### src/rtl/counter_push_ctrl.sv
// counter_push_ctrl
// Turns raw push buttons into clean single-cycle up/down command pulses
// for the least-significant digit of the cascaded up/down counter.
// Each button is synchronised and debounced. Manual presses give one pulse
// and then auto-repeat while held. A run/stop button toggles a free-running
// auto-count mode.
//
// Ports:
//   i_Clk    system clock, rising edge
//   i_Rst    synchronous reset, active-low
//   i_Btn    raw buttons, active-high: [0] up, [1] down, [2] run/stop
//   o_Push   registered command pulse: [0] increment, [1] decrement
//   o_Run    auto-run mode active
//   o_Dir    auto-run direction: 0 up, 1 down
//   o_State  manual FSM state: 00 IDLE, 01 HOLD, 10 REPEAT
module counter_push_ctrl #(
  parameter int unsigned P_DB_CNT   = 250000,
  parameter int unsigned P_REP_DLY  = 25000000,
  parameter int unsigned P_REP_RATE = 5000000,
  parameter int unsigned P_AUTO_DIV = 50000000
) (
  input  logic       i_Clk,
  input  logic       i_Rst,
  input  logic [2:0] i_Btn,
  output logic [1:0] o_Push,
  output logic       o_Run,
  output logic       o_Dir,
  output logic [1:0] o_State
);

  localparam int unsigned NBTN    = 3;
  localparam int unsigned BTN_UP  = 0;
  localparam int unsigned BTN_DN  = 1;
  localparam int unsigned BTN_RUN = 2;
  localparam int unsigned DB_W    = $clog2(P_DB_CNT);
  localparam int unsigned REP_MAX = (P_REP_DLY > P_REP_RATE) ? P_REP_DLY : P_REP_RATE;
  localparam int unsigned REP_W   = $clog2(REP_MAX);
  localparam int unsigned PRE_W   = $clog2(P_AUTO_DIV);

  typedef enum logic [1:0] {
    ST_IDLE   = 2'b00,
    ST_HOLD   = 2'b01,
    ST_REPEAT = 2'b10,
    ST_BAD    = 2'b11
  } state_e;

  logic [NBTN-1:0]  sync1_q, sync2_q;
  logic [NBTN-1:0]  db_q, db_d, db_prev_q;
  logic [DB_W-1:0]  db_cnt_q [NBTN];
  logic [DB_W-1:0]  db_cnt_d [NBTN];
  logic [NBTN-1:0]  rise_c;
  state_e           state_q, state_d;
  logic [REP_W-1:0] rep_cnt_q, rep_cnt_d;
  logic [PRE_W-1:0] pre_cnt_q, pre_cnt_d;
  logic             run_q, run_d;
  logic             dir_q, dir_d;
  logic [1:0]       push_q, push_d;
  logic             start_c;

  // Debounce: accept a new level only after P_DB_CNT consecutive disagreeing cycles
  always_comb begin
    db_d = db_q;
    for (int i = 0; i < int'(NBTN); i++) begin
      db_cnt_d[i] = db_cnt_q[i];
      if (sync2_q[i] != db_q[i]) begin
        if (db_cnt_q[i] == DB_W'(P_DB_CNT - 1)) begin
          db_d[i]     = sync2_q[i];
          db_cnt_d[i] = '0;
        end else begin
          db_cnt_d[i] = db_cnt_q[i] + DB_W'(1);
        end
      end else begin
        db_cnt_d[i] = '0;
      end
    end
  end

  assign rise_c = db_q & ~db_prev_q;

  // Manual FSM, run toggle and auto-run prescaler
  always_comb begin
    state_d   = state_q;
    rep_cnt_d = rep_cnt_q;
    pre_cnt_d = pre_cnt_q;
    run_d     = run_q;
    dir_d     = dir_q;
    push_d    = 2'b00;
    start_c   = 1'b0;

    // dir_q doubles as the latched button while in HOLD/REPEAT
    case (state_q)
      ST_IDLE: begin
        // a rise while the other button is already high (incl. simultaneous rises) is ignored
        if (rise_c[BTN_UP] && !db_q[BTN_DN]) begin
          start_c   = 1'b1;
          state_d   = ST_HOLD;
          rep_cnt_d = '0;
          dir_d     = 1'b0;
          push_d    = 2'b01;
        end else if (rise_c[BTN_DN] && !db_q[BTN_UP]) begin
          start_c   = 1'b1;
          state_d   = ST_HOLD;
          rep_cnt_d = '0;
          dir_d     = 1'b1;
          push_d    = 2'b10;
        end
      end
      ST_HOLD: begin
        // release wins over a pulse due on the same edge
        if (!db_q[dir_q]) begin
          state_d   = ST_IDLE;
          rep_cnt_d = '0;
        end else if (rep_cnt_q == REP_W'(P_REP_DLY - 1)) begin
          state_d   = ST_REPEAT;
          rep_cnt_d = '0;
          push_d    = dir_q ? 2'b10 : 2'b01;
        end else begin
          rep_cnt_d = rep_cnt_q + REP_W'(1);
        end
      end
      ST_REPEAT: begin
        if (!db_q[dir_q]) begin
          state_d   = ST_IDLE;
          rep_cnt_d = '0;
        end else if (rep_cnt_q == REP_W'(P_REP_RATE - 1)) begin
          rep_cnt_d = '0;
          push_d    = dir_q ? 2'b10 : 2'b01;
        end else begin
          rep_cnt_d = rep_cnt_q + REP_W'(1);
        end
      end
      default: begin
        state_d   = ST_IDLE;
        rep_cnt_d = '0;
      end
    endcase

    // Toggle edge never pulses; prescaler restarts only when switching on
    if (rise_c[BTN_RUN]) begin
      run_d = ~run_q;
      if (!run_q) begin
        pre_cnt_d = '0;
      end
    end else if (run_q && (state_q == ST_IDLE) && !start_c) begin
      if (pre_cnt_q == PRE_W'(P_AUTO_DIV - 1)) begin
        pre_cnt_d = '0;
        push_d    = dir_q ? 2'b10 : 2'b01;
      end else begin
        pre_cnt_d = pre_cnt_q + PRE_W'(1);
      end
    end
  end

  // State registers with synchronous active-low reset
  always_ff @(posedge i_Clk) begin
    if (!i_Rst) begin
      sync1_q   <= '0;
      sync2_q   <= '0;
      db_q      <= '0;
      db_prev_q <= '0;
      for (int i = 0; i < int'(NBTN); i++) begin
        db_cnt_q[i] <= '0;
      end
      state_q   <= ST_IDLE;
      rep_cnt_q <= '0;
      pre_cnt_q <= '0;
      run_q     <= 1'b0;
      dir_q     <= 1'b0;
      push_q    <= 2'b00;
    end else begin
      sync1_q   <= i_Btn;
      sync2_q   <= sync1_q;
      db_q      <= db_d;
      db_prev_q <= db_q;
      for (int i = 0; i < int'(NBTN); i++) begin
        db_cnt_q[i] <= db_cnt_d[i];
      end
      state_q   <= state_d;
      rep_cnt_q <= rep_cnt_d;
      pre_cnt_q <= pre_cnt_d;
      run_q     <= run_d;
      dir_q     <= dir_d;
      push_q    <= push_d;
    end
  end

  assign o_Push  = push_q;
  assign o_Run   = run_q;
  assign o_Dir   = dir_q;
  assign o_State = state_q;

endmodule

### config.mk
export PLATFORM = sky130hd
export DESIGN_NAME = counter_push_ctrl
export DESIGN_NICKNAME = d
export VERILOG_FILES = /design/src/rtl/counter_push_ctrl.sv
export SDC_FILE = /design/constraint.sdc
export NUM_CORES = 1
export LEC_CHECK = 0
export CORE_UTILIZATION = 35
export DETAILED_ROUTE_END_ITERATION = 10
export PLACE_DENSITY_LB_ADDON = 0.05
export SLEW_MARGIN = 20
export SYNTH_ARGS = -nofsm -noshare
export SYNTH_HDL_FRONTEND = slang
export SYNTH_SLANG_ARGS = --single-unit
### constraint.sdc
create_clock -name i_Clk -period 2.6 [get_ports i_Clk]
set_input_delay 0.39 -clock i_Clk [delete_from_list [all_inputs] [get_ports i_Clk]]
set_output_delay 0.39 -clock i_Clk [all_outputs]
set_load 0.005 [all_outputs]
# == Yosys cells after proc, flatten, opt, wreduce, memory -nomap -nowiden ==
# Memories as Yosys holds them, arrays and structs flattened.
# Index checks and enable logic that the tools add are counted.
# op_classes
n_reduce_logical,16
addsub,5
n_mux,46
eq_ne,15
bitwise,6
magnitude_cmp,1
# ops
operator,count
18-bit two-way mux,9
25-bit two-way mux,6
26-bit two-way mux,4
25-bit case mux with 3 select lines,1
"18-bit by 1-bit adder with 18-bit output, second input constant",3
"18-bit equality test, second input constant",3
2-bit two-way mux,15
"26-bit by 1-bit adder with 26-bit output, second input constant",1
"26-bit equality test, second input constant",1
"25-bit by 1-bit adder with 25-bit output, second input constant",1
"25-bit by 23-bit equality test with 1-bit output, second input constant",1
"25-bit equality test, second input constant",1
2-bit case mux with 3 select lines,2
2-bit AND reduction,5
1-bit two-way mux,9
"3-bit != test, second input constant",2
1-bit logical AND,4
"2-bit != test, second input constant",2
2-bit nonzero test,2
3-bit bitwise AND,1
1-bit logical NOT,3
"1-bit by 3-bit < comparator with 1-bit output, second input constant",1
1-bit != test,3
3-bit NOT,1
6 further kinds,8
# totals
out_inout_bits,6
wordCells,102
mem_bits_rw,54
inputBits,5
n_memories,1
register_bits,69
# memory_table
memory,words,width,read_ports,rd_clocked_by_memory_dff,wr,line,rtl
db_cnt_q,3,18,3,0,3,49,logic [DB_W-1:0] db_cnt_q [NBTN];

# == Longest topological paths before layout ==
# Gate-level depths: netlist of the first run.
# depth
word_depth,10
mapped_depth,9
ltp_nobuf,6

# == Worst setup path after synthesis of the first run ==
# No wires, ideal clock.
# synth_timing
path_kind,register to register
from,reg rep_cnt_q[7]
to,reg rep_cnt_q[18]
arrival_ns,2.014
setup_ns,0.114
path_buffers,1
slack_ns,0.471
required_ns,2.486
period_less_slack_ns,2.129
stages_incl_launch_ff,7
path_cell_list,dfxtp_1 or4b_4 nor4_4 a21oi_2 o31ai_4 buf_6 nor2_1
# synth_between
elab_chain_cells,4
elab_cells_between_ends,8
cone_classes,add/sub (1); eq/ne (2); mux (5)
# synth_lines
element,line,rtl
from (decl),53,"logic [REP_W-1:0] rep_cnt_q, rep_cnt_d;"
from (signal assigned),179,rep_cnt_q <= rep_cnt_d;
"25-bit by 1-bit adder with 25-bit output, or another cell as far along","118, 129",
25-bit two-way mux (on tied branches),"125, 113",
25-bit two-way mux (on tied branches),"122, 110",
25-bit case mux with 3 select lines (*),91,case (state_q)
# Mark *: on every way between the ends. The rest lies on a longest branch, timed or not.
# A chain may end at the register's enable or synchronous reset.

# == Final worst setup path of the first run ==
# layout_timing
from,reg rep_cnt_q[12]
to,reg rep_cnt_q[22]
# Same word-level chain as after synthesis.

==> impl_table.tex, run 1 <==
\begin{tabular}{lr}
\hline
Metric & Value \\
\hline
\multicolumn{2}{l}{\textbf{Outcome}} \\
Run status & completed \\
\multicolumn{2}{l}{\textbf{Synthesis}} \\
Fraction of post-synthesis cell area in the top cell type by area & 41.7\% \\
Biggest area consumer among synthesized cells & sky130\_fd\_sc\_hd\_\_dfxtp\_1 \\
Number of enable flip-flop cells after synthesis & 0 \\
Area of the mapped netlist & 5900 sq um \\
Commonest register cell after synthesis & sky130\_fd\_sc\_hd\_\_dfxtp\_1 \\
Syn. warnings & 0 \\
Avg Cell Area, Syn & 8.54 sq um \\
Synth cell count leaders & 123 x sky130\_fd\_sc\_hd\_\_dfxtp\_1, 98 x sky130\_fd\_sc\_hd\_\_nor2\_1, 48 x sky130\_fd\_sc\_hd\_\_nand2\_1 \\
Portion of the post-synthesis area used by sequential elements & 41.7\% \\
Count of cell types in the netlist & 63 \\
Top cells by area in the synthesized netlist & sky130\_fd\_sc\_hd\_\_dfxtp\_1 42\%, sky130\_fd\_sc\_hd\_\_nor2\_1 6.2\%, sky130\_fd\_sc\_hd\_\_xnor2\_1 5.6\% \\
Synthesized instance count & 691 \\
Count leader, synth & sky130\_fd\_sc\_hd\_\_dfxtp\_1 \\
Async set-or-reset flop fraction in the synthesized netlist & 0\% \\
Synthesized flop and latch total & 123 \\
Syn\_nets & 705 \\
\multicolumn{2}{l}{\textbf{Critical path}} \\
Critical setup path kind & reg -> reg \\
Critical register-to-register path endpoint & rep\_cnt\_q[22]\$\_SDFFE\_PN0P\_ \\
Startpoint of the most critical setup path & rep\_cnt\_q[12]\$\_SDFFE\_PN0P\_ \\
Worst r2r path cells & 6 \\
Worst R2R Start & rep\_cnt\_q[12]\$\_SDFFE\_PN0P\_ \\
Sort of element at the start of the critical path & flip-flop \\
CP Capture Type & flip-flop \\
End point of the critical path & rep\_cnt\_q[22]\$\_SDFFE\_PN0P\_ \\
Maximum fanout count along the critical path & 17 \\
Required arrival time at the worst endpoint & 2.90 ns \\
Worst R2R Setup Slack & 0.21 ns \\
Worst EP arrival & 2.68 ns \\
\multicolumn{2}{l}{\textbf{Detailed routing}} \\
Post-detailed-route wirelength per cell & 14.0 um \\
Iteration count of the initial detailed-routing pass & 6 \\
ANT nets after route & 0 \\
Vias after detailed routing & 4902 \\
DRC & 0 \\
Vias per cell & 5.19 \\
Iteration-0 DRC count of the detailed router & 224 \\
WL final & 13200 um \\
\multicolumn{2}{l}{\textbf{GRT}} \\
Total gr overflow & 0 \\
Vias in the first global route & 4661 \\
Global-route wire length before repair & 22500 um \\
Antenna violations before repair & 0 \\
Global-route usage over all layers & 15.9\% \\
Largest net degree at the start of global routing & 30 \\
\multicolumn{2}{l}{\textbf{Power and ir drop}} \\
Worst ir drop on vdd & 0.448 mV \\
Total leakage power & 2.31 nW \\
Ratio of total power to cell area & 642 nW/um\^{}2 \\
\multicolumn{2}{l}{\textbf{Floorplan}} \\
Die height & 132 um \\
Overall die width & 132 um \\
Std-Cell Rows & 47 \\
Count of boundary I/O pins & 11 \\
Core area & 16500 sq um \\
Die Footprint & 17400 sq um \\
Initial core utilization & 35.7\% \\
\multicolumn{2}{l}{\textbf{CTS}} \\
Number of gates resized after CTS & 0 \\
H-tree depth reported by CTS & 4 \\
Maximum count of clock buffers along a single path & 2 \\
Number of buffers inserted by post-CTS setup repair & 0 \\
Insertion delay to the later sink of the worst-skew pair & 0.41 ns \\
Num CTS Buffers & 17 \\
Library cell used as clock root buffer & sky130\_fd\_sc\_hd\_\_clkbuf\_16 \\
CTS tree & built \\
\# hold bufs at CTS & 0 \\
Clock sink total & 123 \\
Clock transition time at the flip-flop clock pins of the worst setup and hold paths & 0.06 ns \\
\multicolumn{2}{l}{\textbf{Timing}} \\
Number of slew-limit violations in the final report & 0 \\
Worst slew slack as a fraction of its limit & 54.6\% \\
Pin slew with the least headroom to its limit & 0.675 ns \\
Final count of hold timing violations & 0 \\
Clock skew & 0.00841 ns \\
Fin crit period & 2.39 ns \\
Endpoints failing setup & 0 \\
Fin crit share & 91.9\% \\
Worst Setup Slack, final & 0.211 ns \\
Highest achievable clock rate & 419 MHz \\
Final sum of negative setup slack & 0 ns \\
Setup repair after global routing missed its margin & no \\
\multicolumn{2}{l}{\textbf{Final layout}} \\
Total Nets Final & 728 \\
Relative area change from synthesis to final layout & 16.6\% \\
Antenna diodes & 0 \\
Share of final-layout standard cells stronger than drive strength 1 & 9.52\% \\
Filler instances & 1675 \\
\multicolumn{2}{l}{\textbf{Place}} \\
HPWL after detailed placement & 8930 um \\
Number of buffer cells added on primary ports & 10 \\
Worst-case setup slack after placement & 0.190 ns \\
Placer's final routability congestion estimate & 0.762 \\
\multicolumn{2}{l}{\textbf{Run}} \\
\# Max-Cap Violations & 0 \\
\multicolumn{2}{l}{\textbf{Min path}} \\
Hold/Removal Path Class & reg -> reg \\
\hline
\end{tabular}
## area by class of cell
class | instances | area (sq um) | area share [%]
clock buffers | 23 | 478 | 6.94
clock inverters | 7 | 115 | 1.67
inverters | 21 | 78.8 | 1.15
multi-input cells | 522 | 3230 | 46.9
flip-flops and latches | 123 | 2460 | 35.8
well taps | 220 | 275 | 4.00
repair buffers | 29 | 243 | 3.53
## cells by family (layout without fill, tap and decap cells)
logic type	Yosys count	in the layout	share of synthesized area, %
multiplexers	6	6	1.06
AND/OR/NAND/NOR	346	346	30.7
AO/OA/AOI/OAI	90	90	10.5
buffers and inverters	46	80	3.54
flip-flops	123	123	41.7
adder cells (fa/ha/maj)	9	9	1.91
XOR/XNOR	71	71	10.5
## worst max-delay path: stages (launching register included)
cell	delay [ns]
sky130_fd_sc_hd__dfxtp_1	0.36
sky130_fd_sc_hd__or4b_1	0.53
sky130_fd_sc_hd__nor4_1	0.49
sky130_fd_sc_hd__a21oi_2	0.29
sky130_fd_sc_hd__o31ai_4	0.26
sky130_fd_sc_hd__buf_4	0.26
sky130_fd_sc_hd__nor2_1	0.08
## registers in the layout (all words and copies together) (netlist names)
signal	flops
o_Dir	1
o_Push	2
sync2_q	3
rep_cnt_q	25
db_cnt_q	54
o_Run	1
pre_cnt_q	26
sync1_q	3
db_prev_q	3
db_q	3
o_State	2
## stage by stage
step	std cells	total power, mW	area, sq um	hold slack [ns]	util, %
floorplan	691	2.02	5900	0.412	-
global placement	915	2.06	6290	0.431	38.1
detailed placement	915	2.06	6290	0.429	38.1
CTS	945	4.48	6880	0.443	41.7
global route	945	4.57	6880	0.457	41.7
finish	945	4.42	6880	0.437	41.7
## worst min-delay path by stage
stage | from | to | slack, ns | cells past startpoint
floorplan | sync1_q[0]$_SDFF_PN0_ | sync2_q[0]$_SDFF_PN0_ | 0.41 | 1
detailed placement | sync1_q[1]$_SDFF_PN0_ | sync2_q[1]$_SDFF_PN0_ | 0.43 | 1
global route | sync1_q[0]$_SDFF_PN0_ | sync2_q[0]$_SDFF_PN0_ | 0.46 | 1
CTS | sync1_q[1]$_SDFF_PN0_ | sync2_q[1]$_SDFF_PN0_ | 0.44 | 1
global placement | sync1_q[2]$_SDFF_PN0_ | sync2_q[2]$_SDFF_PN0_ | 0.43 | 1
finish | sync1_q[0]$_SDFF_PN0_ | sync2_q[0]$_SDFF_PN0_ | 0.44 | 1
## where the power goes
group / switching (mW) / internal [mW]
clock: 0.836 / 1.57
sequential: 0.00595 / 1.89
combinational: 0.0778 / 0.0398
total: 0.919 / 3.50
## cell usage in the layout (no fill, tap or decap), types with 6 or more instances in the layout
cell type	count
sky130_fd_sc_hd__a31oi_1	13
sky130_fd_sc_hd__inv_1	21
sky130_fd_sc_hd__ha_1	9
sky130_fd_sc_hd__xor2_1	33
sky130_fd_sc_hd__a21oi_1	24
sky130_fd_sc_hd__nor4_1	16
sky130_fd_sc_hd__nor3_1	20
sky130_fd_sc_hd__nor2b_1	8
sky130_fd_sc_hd__and2_1	18
sky130_fd_sc_hd__nand3b_1	6
sky130_fd_sc_hd__dfxtp_1	123
sky130_fd_sc_hd__and4_1	8
sky130_fd_sc_hd__nand2_1	48
sky130_fd_sc_hd__nand4_1	25
sky130_fd_sc_hd__xnor2_1	38
sky130_fd_sc_hd__o22ai_1	6
sky130_fd_sc_hd__clkdlybuf4s50_1	10
sky130_fd_sc_hd__buf_4	19
sky130_fd_sc_hd__nor2_1	98
sky130_fd_sc_hd__clkbuf_16	17
sky130_fd_sc_hd__or3_1	7
sky130_fd_sc_hd__nand3_1	45
sky130_fd_sc_hd__o21ai_0	13
sky130_fd_sc_hd__and3_1	21
## layer usage
| layer | up-vias | routed length (um) | global-route usage (%) |
|---|---|---|---|
| met1 | 2331 | 6430 | 20.8 |
| met5 | - | 0 | 0 |
| met3 | 17 | 442 | 3.58 |
| li1 | 2485 | - | - |
| met4 | 0 | 190 | 6.07 |
| met2 | 69 | 6160 | 25.6 |
(Power assumes the default switching activity.)
==> run 2, diff against run 1 <==
--- a/config.mk
+++ b/config.mk
@@ -5,6 +5,7 @@
 export SDC_FILE = /design/constraint.sdc
 export NUM_CORES = 1
 export LEC_CHECK = 0
+export CORE_MARGIN = 2
 export CORE_UTILIZATION = 35
 export DETAILED_ROUTE_END_ITERATION = 10
 export PLACE_DENSITY_LB_ADDON = 0.05
==> impl_table.tex, run 2 (synthesized netlist as in run 1, its figures left out) <==
\begin{tabular}{lr}
\hline
Metric & Value \\
\hline
\multicolumn{2}{l}{\textbf{Outcome}} \\
Run status & completed \\
\multicolumn{2}{l}{\textbf{CTS}} \\
Insertion delay to the later sink of the worst-skew pair & 0.42 ns (about the same) \\
Clock sink total & 123 (unchanged) \\
Clock transition time at the flip-flop clock pins of the worst setup and hold paths & 0.06 ns (about the same) \\
H-tree depth reported by CTS & 4 (unchanged) \\
\# hold bufs at CTS & 0 (unchanged) \\
Library cell used as clock root buffer & sky130\_fd\_sc\_hd\_\_clkbuf\_16 \\
Maximum count of clock buffers along a single path & 2 (unchanged) \\
Number of gates resized after CTS & 0 (unchanged) \\
Number of buffers inserted by post-CTS setup repair & 0 (unchanged) \\
CTS tree & built \\
Num CTS Buffers & 17 (unchanged) \\
\multicolumn{2}{l}{\textbf{Timing}} \\
Worst slew slack as a fraction of its limit & 50.2\% (-4.5 points) \\
Number of slew-limit violations in the final report & 0 (unchanged) \\
Highest achievable clock rate & 424 MHz (+1.3\%) \\
Fin crit share & 90.7\% (-1.2 points) \\
Final-layout worst hold slack & 0.432 ns (-0.00495 ns) \\
Setup repair after global routing missed its margin & no \\
Worst Setup Slack, final & 0.242 ns (+0.0302 ns) \\
Endpoints failing setup & 0 (unchanged) \\
Pin slew with the least headroom to its limit & 0.741 ns (+0.0663 ns) \\
Clock skew & 0.00875 ns (+0.000343 ns) \\
Final count of hold timing violations & 0 (unchanged) \\
Final sum of negative setup slack & 0 ns (unchanged) \\
Fin crit period & 2.36 ns (-0.0302 ns) \\
\multicolumn{2}{l}{\textbf{Detailed routing}} \\
Post-detailed-route wirelength per cell & 14.0 um (+0.36\%) \\
Vias per cell & 5.16 (-0.46\%) \\
WL final & 13200 um (+0.15\%) \\
ANT nets after route & 0 (unchanged) \\
Iteration-0 DRC count of the detailed router & 182 (-19\%) \\
Iteration count of the initial detailed-routing pass & 4 (-2) \\
Vias after detailed routing & 4869 (-0.67\%) \\
DRC & 0 (unchanged) \\
\multicolumn{2}{l}{\textbf{Final layout}} \\
Total Nets Final & 728 (unchanged) \\
Largest register FFs & 54 (unchanged) \\
Post-layout instance area & 6850 sq um (-0.55\%) \\
Final core utilization & 41.4\% (-0.23 points) \\
Share of final-layout standard cells stronger than drive strength 1 & 9.41\% (-0.11 points) \\
Relative area change from synthesis to final layout & 16.0\% \\
Antenna diodes & 0 (unchanged) \\
Commonest cells after routing, fill and taps aside & 123 x sky130\_fd\_sc\_hd\_\_dfxtp\_1, 98 x sky130\_fd\_sc\_hd\_\_nor2\_1, 48 x sky130\_fd\_sc\_hd\_\_nand2\_1 \\
Biggest registers after layout & db\_cnt\_q x54, pre\_cnt\_q x26, rep\_cnt\_q x25 \\
Most flop-heavy register & db\_cnt\_q \\
Most common cell after layout, fill and taps aside & sky130\_fd\_sc\_hd\_\_dfxtp\_1 \\
\multicolumn{2}{l}{\textbf{Place}} \\
Placed Instance Area & 6290 sq um (unchanged) \\
Number of buffer cells added on primary ports & 10 (unchanged) \\
HPWL after detailed placement & 9000 um (+0.77\%) \\
Worst-case setup slack after placement & 0.186 ns (-0.00421 ns) \\
Placer's final routability congestion estimate & 0.770 (+1.0\%) \\
\multicolumn{2}{l}{\textbf{Critical path}} \\
Worst EP arrival & 2.66 ns (-0.02 ns) \\
Required arrival time at the worst endpoint & 2.90 ns (about the same) \\
Ordered list of cells on the worst path & or4b\_1, nor4\_1, a21oi\_2, o31ai\_4, buf\_4, nor2\_1 \\
CP Capture Type & flip-flop \\
Sort of element at the start of the critical path & flip-flop \\
Critical path's largest stage delay & 0.52 ns (about the same) \\
Maximum fanout count along the critical path & 17 (unchanged) \\
Worst r2r path cells & 6 (unchanged) \\
Startpoint of the most critical setup path & rep\_cnt\_q[12]\$\_SDFFE\_PN0P\_ \\
Cell with the biggest individual delay on the critical path & sky130\_fd\_sc\_hd\_\_or4b\_1 \\
Worst R2R Setup Slack & 0.24 ns (+0.03 ns) \\
Critical register-to-register path endpoint & rep\_cnt\_q[9]\$\_SDFFE\_PN0P\_ \\
Critical setup path kind & reg -> reg \\
Worst R2R Start & rep\_cnt\_q[12]\$\_SDFFE\_PN0P\_ \\
\multicolumn{2}{l}{\textbf{Power and ir drop}} \\
Worst ir drop on vdd & 0.475 mV (+5.9\%) \\
Ratio of total power to cell area & 626 nW/um\^{}2 (-2.6\%) \\
Net switching component of the power & 0.914 mW (-0.56\%) \\
Total leakage power & 2.29 nW (-1.0\%) \\
Proportion of power drawn by flip-flops and latches & 44.3\% (+1.3 points) \\
Cell internal pwr & 3.37 mW (-3.8\%) \\
Sw frac & 21.3\% (+0.55 points) \\
Clock share of power & 52.9\% (-1.5 points) \\
Combinational fraction of design power & 2.8\% (about the same) \\
\multicolumn{2}{l}{\textbf{Min path}} \\
Hold-critical path depth & 1 (unchanged) \\
Hold path startpoint & sync1\_q[2]\$\_SDFF\_PN0\_ \\
Endpoint with the worst hold slack & sync2\_q[2]\$\_SDFF\_PN0\_ \\
Hold/Removal Path Class & reg -> reg \\
\multicolumn{2}{l}{\textbf{Floorplan}} \\
Std-Cell Rows & 47 (unchanged) \\
Die height & 134 um (+1.5\%) \\
Initial core utilization & 35.7\% (unchanged) \\
Core area & 16500 sq um (unchanged) \\
Count of boundary I/O pins & 11 (unchanged) \\
Die Footprint & 17900 sq um (+3.1\%) \\
Overall die width & 134 um (+1.5\%) \\
\multicolumn{2}{l}{\textbf{GRT}} \\
Vias in the first global route & 4624 (-0.79\%) \\
Global-route usage over all layers & 15.3\% (-0.61 points) \\
Antenna violations before repair & 0 (unchanged) \\
Global-route wire length before repair & 22200 um (-1.3\%) \\
Total gr overflow & 0 (unchanged) \\
Largest net degree at the start of global routing & 30 (unchanged) \\
\multicolumn{2}{l}{\textbf{Run}} \\
\# Max-Cap Violations & 0 (unchanged) \\
\hline
\end{tabular}
[run 2: cell types whose count changed in the layout (fill, tap and decap cells not counted), sizes merged]
| cell | before | now |
|---|---|---|
| bufinv | 3 | 2 |
| clkbuf | 23 | 21 |
| clkinv | 2 | 1 |
| clkinvlp | 2 | 4 |
[run 2: worst max-delay path: cells and delay by family (launching register included)]
family	cells	cell delay, ns
AO/OA/AOI/OAI	2	0.53
AND/OR/NAND/NOR	3	1.08
buffers and inverters	1	0.26
flip-flops	1	0.35
[run 2: layout make-up]
| type | instances | area, sq um |
|---|---|---|
| Fill cell | 1675 | 9680 |
| Multi-Input combinational cell | 522 | 3230 |
| Sequential cell | 123 | 2460 |
| Clock buffer | 21 | 460 |
| Tap cell | 220 | 275 |
| Timing Repair Buffer | 29 | 243 |
| Clock inverter | 7 | 95.1 |
| Inverter | 21 | 78.8 |
[run 2: worst max-delay path by stage]
| stage | end | slack [ns] | cells past startpoint |
|---|---|---|---|
| final | rep_cnt_q[9]$_SDFFE_PN0P_ | 0.24 | 6 |
| after CTS | rep_cnt_q[3]$_SDFFE_PN0P_ | 0.17 | 6 |
| after global routing | rep_cnt_q[22]$_SDFFE_PN0P_ | 0.006 | 6 |
| after floorplan | rep_cnt_q[18]$_SDFFE_PN0P_ | 0.47 | 6 |
| after detailed placement | rep_cnt_q[24]$_SDFFE_PN0P_ | 0.19 | 6 |
| after global placement | rep_cnt_q[3]$_SDFFE_PN0P_ | 0.24 | 6 |
[run 2: stage by stage]
step	power (mW)	instances
final	4.28	943
after global routing	4.46	943
after CTS	4.36	943
after detailed placement	2.06	915
after global placement	2.06	915
after floorplan	2.02	691
[run 2: routing by layer]
layer  up-vias  share of wire [%]  wire length, um  track usage (%)
met3        16                2.9              390             4.65
met4         0                1.4              182             5.38
met5         -                  0                0                0
li1       2490                  -                -                -
met2        64                 46             6050             24.5
met1      2299                 50             6620             19.6
[run 2: power groups by stage]
stage	Sequential (mW)	Combinational, mW	Clock (mW)
3_5_place_dp	1.94	0.122	0
5_1_grt	1.90	0.134	2.43
4_1_cts	1.90	0.123	2.34
6_report	1.90	0.120	2.26
3_3_place_gp	1.94	0.120	0
2_1_floorplan	1.94	0.0799	0
